$ cat src/rtl/multicycle_control.sv
// Multi-cycle MIPS control FSM: sequences fetch/decode/execute/memory/writeback, traps on illegal opcodes.
// Per-instruction latency 3-5 cycles plus one per mem_ready=0 cycle in FETCH/MEMRD/MEMWR; stalls in place on mem_ready.
module multicycle_control #(
  parameter int CNT_WIDTH     = 32,
  parameter bit MEM_HANDSHAKE = 1'b1,
  parameter bit SUPPORT_ADDI  = 1'b1,
  parameter bit SUPPORT_JUMP  = 1'b1
) (
  input  logic                 clk,
  input  logic                 rst,
  input  logic [31:0]          instrWord,
  input  logic                 mem_ready,
  output logic                 RegDest,
  output logic                 RegWrite,
  output logic                 MemToReg,
  output logic                 ALUSrcA,
  output logic [1:0]           ALUSrcB,
  output logic [1:0]           ALUOp,
  output logic                 MemRead,
  output logic                 MemWrite,
  output logic                 IorD,
  output logic                 IRWrite,
  output logic                 PCWrite,
  output logic                 PCWriteCond,
  output logic [1:0]           PCSource,
  output logic                 illegal,
  output logic [3:0]           state,
  output logic [CNT_WIDTH-1:0] instr_count
);

  typedef enum logic [3:0] {
    IDLE   = 4'd0,  FETCH  = 4'd1,  DECODE = 4'd2,  MEMADR = 4'd3,
    MEMRD  = 4'd4,  MEMWB  = 4'd5,  MEMWR  = 4'd6,  EXEC   = 4'd7,
    ALUWB  = 4'd8,  BRANCH = 4'd9,  ADDIEX = 4'd10, ADDIWB = 4'd11,
    JUMP   = 4'd12, TRAP   = 4'd15
  } state_t;

  typedef struct packed {
    logic       regdest;
    logic       regwrite;
    logic       memtoreg;
    logic       alusrca;
    logic [1:0] alusrcb;
    logic [1:0] aluop;
    logic       memread;
    logic       memwrite;
    logic       iord;
    logic       pcwrite;
    logic       pcwritecond;
    logic [1:0] pcsource;
    logic       illegal;
  } ctl_t;

  localparam logic [5:0] OP_RTYPE = 6'b000000;
  localparam logic [5:0] OP_LW    = 6'b100011;
  localparam logic [5:0] OP_SW    = 6'b101011;
  localparam logic [5:0] OP_BEQ   = 6'b000100;
  localparam logic [5:0] OP_ADDI  = 6'b001000;
  localparam logic [5:0] OP_J     = 6'b000010;

  state_t     st, nxt;
  ctl_t       ctl_q;
  logic [5:0] op_q;
  logic       rdy, retire;
  logic       unused_instr_bits;

  assign unused_instr_bits = ^instrWord[25:0];
  assign rdy = MEM_HANDSHAKE ? mem_ready : 1'b1;

  function automatic state_t decode_op(input logic [5:0] op);
    case (op)
      OP_RTYPE:     return EXEC;
      OP_LW, OP_SW: return MEMADR;
      OP_BEQ:       return BRANCH;
      OP_ADDI:      return SUPPORT_ADDI ? ADDIEX : TRAP;
      OP_J:         return SUPPORT_JUMP ? JUMP : TRAP;
      default:      return TRAP;
    endcase
  endfunction

  // Control word for the state being entered; FETCH's IR/PC strobes are gated by mem_ready separately.
  function automatic ctl_t ctl_of(input state_t s);
    ctl_t c;
    c = '0;
    case (s)
      FETCH:  begin c.memread = 1'b1; c.alusrcb = 2'b01; end
      DECODE: c.alusrcb = 2'b11;
      MEMADR, ADDIEX: begin c.alusrca = 1'b1; c.alusrcb = 2'b10; end
      MEMRD:  begin c.memread = 1'b1; c.iord = 1'b1; end
      MEMWR:  begin c.memwrite = 1'b1; c.iord = 1'b1; end
      MEMWB:  begin c.memtoreg = 1'b1; c.regwrite = 1'b1; end
      EXEC:   begin c.alusrca = 1'b1; c.aluop = 2'b10; end
      ALUWB:  begin c.regdest = 1'b1; c.regwrite = 1'b1; end
      ADDIWB: c.regwrite = 1'b1;
      BRANCH: begin
        c.alusrca = 1'b1; c.aluop = 2'b01; c.pcwritecond = 1'b1; c.pcsource = 2'b01;
      end
      JUMP:   begin c.pcwrite = 1'b1; c.pcsource = 2'b10; end
      TRAP:   c.illegal = 1'b1;
      default: ;
    endcase
    return c;
  endfunction

  always_comb begin
    nxt = st;
    case (st)
      IDLE:   nxt = FETCH;
      FETCH:  if (rdy) nxt = DECODE;
      DECODE: nxt = decode_op(instrWord[31:26]);
      MEMADR: nxt = (op_q == OP_LW) ? MEMRD : MEMWR;
      MEMRD:  if (rdy) nxt = MEMWB;
      MEMWR:  if (rdy) nxt = FETCH;
      EXEC:   nxt = ALUWB;
      ADDIEX: nxt = ADDIWB;
      MEMWB, ALUWB, ADDIWB, BRANCH, JUMP: nxt = FETCH;
      TRAP:   nxt = TRAP;
      default: nxt = TRAP;
    endcase
  end

  assign retire = (st inside {MEMWB, ALUWB, ADDIWB, BRANCH, JUMP}) || (st == MEMWR && rdy);

  always_ff @(posedge clk or posedge rst) begin
    if (rst) begin
      st          <= IDLE;
      ctl_q       <= '0;
      op_q        <= '0;
      instr_count <= '0;
    end else begin
      st    <= nxt;
      ctl_q <= ctl_of(nxt);
      if (st == DECODE) op_q <= instrWord[31:26];
      if (retire) instr_count <= instr_count + CNT_WIDTH'(1);
    end
  end

  assign state       = st;
  assign RegDest     = ctl_q.regdest;
  assign RegWrite    = ctl_q.regwrite;
  assign MemToReg    = ctl_q.memtoreg;
  assign ALUSrcA     = ctl_q.alusrca;
  assign ALUSrcB     = ctl_q.alusrcb;
  assign ALUOp       = ctl_q.aluop;
  assign MemRead     = ctl_q.memread;
  assign MemWrite    = ctl_q.memwrite;
  assign IorD        = ctl_q.iord;
  assign IRWrite     = (st == FETCH) && rdy;
  assign PCWrite     = ctl_q.pcwrite | IRWrite;
  assign PCWriteCond = ctl_q.pcwritecond;
  assign PCSource    = ctl_q.pcsource;
  assign illegal     = ctl_q.illegal;

endmodule

$ cat config.mk
export PLATFORM = sky130hd
export DESIGN_NAME = multicycle_control
export DESIGN_NICKNAME = d
export VERILOG_FILES = /design/src/rtl/multicycle_control.sv
export SDC_FILE = /design/constraint.sdc
export NUM_CORES = 1
export LEC_CHECK = 0
export BUFFER_PORTS_ARGS = -buffer_cell sky130_fd_sc_hd__clkbuf_2
export CORE_MARGIN = 8
export CORE_UTILIZATION = 55
export CTS_BUF_LIST = sky130_fd_sc_hd__clkbuf_16
export CTS_CLUSTER_SIZE = 8
export DETAILED_ROUTE_END_ITERATION = 8
export MAX_ROUTING_LAYER = met4
export PLACE_DENSITY = 0.88
export SETUP_SLACK_MARGIN = 0.15
export SLEW_MARGIN = 15
export SYNTH_ARGS = -nofsm -noshare
export SYNTH_HDL_FRONTEND = slang
export SYNTH_SLANG_ARGS = --single-unit
$ cat constraint.sdc
create_clock -name clk -period 3.6 [get_ports clk]
set_input_delay 0.72 -clock clk [delete_from_list [all_inputs] [get_ports clk]]
set_output_delay 0.72 -clock clk [all_outputs]
set_load 0.01 [all_outputs]
==> metrics <==
total number of H-tree levels=2; synthesis-to-finish area growth=14.57%; clock buffer depth=2; CP required=2.88 ns; placed inst area=3151 um2; Ant. Diodes=0; Critical Path Sink Type=output pin; Synth area leader=dfrtp_1; clock skew=0.004894 ns; setup_tns=0 ns; Starting Density=56.51%; min Tclk post-route=2.392 ns; Tot GR Track Use=14.96%; Pleak=1.627 nW; Setup CP Type=reg2out; vias per cell=5.331; clk sinks=56; syn_area_per_cell=11.56 um2; crit path DAT=1.67 ns; Routed WL=5376 um; Reg2Reg Launch Point=state[2]; RR Endpoint=instr_count[12]; layout cell share with drive strength beyond 1=36.09%; Synth Area in Compound Gates=7.766%; first-pass GRT wire length=9059 um; root buf cell=clkbuf_16; Die X=88.21 um; worst skew pair latency=0.29 ns; Worst Setup Start Kind=flip-flop; Final nets=338; Hold WC Path Type=reg2reg; dpl hpwl=4035 um; synth warn=0; slowest CP cell=dfrtp_1; drt wl/cell=14.45 um; cts hold-fix bufs=0; Reg clk slew, reported paths=0.06 ns; peak fanout along the critical path=16; Pins Over Slew Limit=0; Max VDD drop=0.0004620 V; Synth Area in XOR/XNOR=10.99%; top-area cell type share of the netlist area=48.87%; Post-DRT Antenna Nets=0; register area share after synthesis=48.87%; dominant synthesized flop cell=dfrtp_1; Rel. slew slack=39.13%; initial DRC count=62; Post-synth EDFFs=0; Commonest cells post-synth=dfrtp_1 (56), xor2_1 (22), nor2_1 (16); FMAX=0.4181 GHz; Core Util, Final=64.74%; DRC viols=0; largest net degree at the start of global routing=57; Die H=88.21 um; Net Count, Synth=284; initial antenna violation count=0; Worst Setup EP=PCWrite; post-CTS setup buffer count=0; Core Footprint=5075 um2; DRT Pass-1 Iters=4; worst reg-to-reg path cell count=5; Post-Syn Area=2868 um2; post-synthesis register bit count=56; Async SR Flop Fraction=100.0%; unrepaired setup endpoints after global routing=no; critical path startpoint=state[2]; GP Congestion=0.8027; Power Density=648.1 nW/um2; total chip power=2.129 mW; design area=3286 um2; Adder-Cell Fraction of Synth Area=0.4363%; worst path cell trace=nor4b_4, and2_2, or2_2, clkbuf_2; # port buffers=61; final period utilization=66.45%; Top Ports=88; Slew @ Worst Pin=0.9120 ns; CP max stage delay=0.69 ns; vias in the first global route=2,011; mux share of post-synthesis cell area=2.749%; Min-Delay Path Depth=1; Final setup viols=0; TritonCTS clock tree=yes; total gr overflow=0; CTS resizes=0; CTS buffer count=5; synthesized instance count=248; max-cap violations=0; top cells by area, synth=dfrtp_1 (49%), xor2_1 (6.7%), xnor2_1 (4.3%), nor3_2 (4.2%), buf_4 (2.4%); simple-gate share of the synthesized area=23.78%; dominant cell by count in the synthesized netlist=dfrtp_1; status=finished, final reports clean; largest family of logic cells by synthesized area=simple AND/OR/NAND/NOR gates; distinct cell type count after synthesis=54; num rows=26; routed via count=1,983; Hold Violations, Final=0; full die area=7781 um2; R2R Setup Slk=1.41 ns
[kinds of logic (layout without fill, tap and decap cells)]
kind of cell | count (synthesis) | after routing
AOI/OAI and AO/OA | 22 | 22
xor gates and xnor gates | 36 | 36
adders and majority gates | 1 | 1
buffers and inverters | 26 | 80
DFF | 56 | 56
muxes | 7 | 7
and+or+nand+nor | 100 | 100
[sequential cells by signal (all words and copies together), names as in the netlist, 2 cells and up]
| register | count |
|---|---|
| state | 4 |
| instr_count | 32 |
| op_q | 6 |
| ALUSrcB | 2 |
[final cells by class]
| class | instances | area (um2) |
|---|---|---|
| fill | 400 | 1789 |
| sequential | 56 | 1401 |
| multi-input combinational | 166 | 1311 |
| timing repair buffer | 61 | 305.3 |
| clock buffer | 5 | 125.1 |
| tap | 70 | 87.58 |
| inverter | 12 | 46.29 |
| clock inverter | 2 | 8.758 |
[critical path, delay by kind of cell (launching register included)]
family / cells / cell delay (ns)
buf+inv: 1 / 0.13
flops: 1 / 0.69
simple gates: 3 / 0.56
[cell usage in the layout, fill, tap and decap left out, types with 3 or more instances in the layout]
master / netlist / layout
inv_1: 11 / 11
nor3_2: 12 / 12
nor2b_1: 3 / 3
nand2_1: 12 / 12
o21ai_0: 4 / 4
and3_1: 4 / 4
clkbuf_16: 0 / 5
clkbuf_2: 0 / 61
mux2_2: 6 / 6
a21oi_1: 4 / 4
nor2_1: 16 / 16
nand4_1: 3 / 3
dfrtp_1: 56 / 56
nand2b_1: 4 / 4
xnor2_1: 14 / 14
xor2_1: 22 / 22
nand3b_1: 3 / 3
nor3_1: 10 / 10
nand3_1: 11 / 11
[how the worst min path moves through the flow]
stage                      endpoint       startpoint  slack, ns
global placement    instr_count[31]  instr_count[31]       0.46
floorplan                   op_q[5]          op_q[5]       0.47
detailed placement  instr_count[31]  instr_count[31]       0.47
global route        instr_count[31]  instr_count[31]       0.49
finish              instr_count[31]  instr_count[31]       0.47
CTS                 instr_count[31]  instr_count[31]       0.48
[stage by stage]
step | std cells | hold WS (ns) | setup slack, ns
final | 372 | 0.4720 | 1.208
after global routing | 372 | 0.4929 | 1.136
after CTS | 372 | 0.4754 | 1.206
after detailed placement | 365 | 0.4666 | 1.286
after global placement | 365 | 0.4583 | 1.298
after floorplan | 248 | 0.4718 | 1.509
[where the power goes]
group          switching, mW  leakage [nW]  total, mW  internal, mW
Clock                  0.197        0.0709      0.447         0.250
Combinational          0.426         0.840      0.750         0.324
Sequential             0.166         0.716      0.932         0.767
[metal layers]
metal / vias to the layer above / wire [um] / GRT usage [%]
met5: - / 0 / -
met4: 0 / 94 / 5.991
met3: 9 / 295 / 2.600
met2: 54 / 2731 / 25.59
met1: 967 / 2254 / 16.94
li1: 953 / - / -
Note: power is estimated with default switching activity, not from simulation.
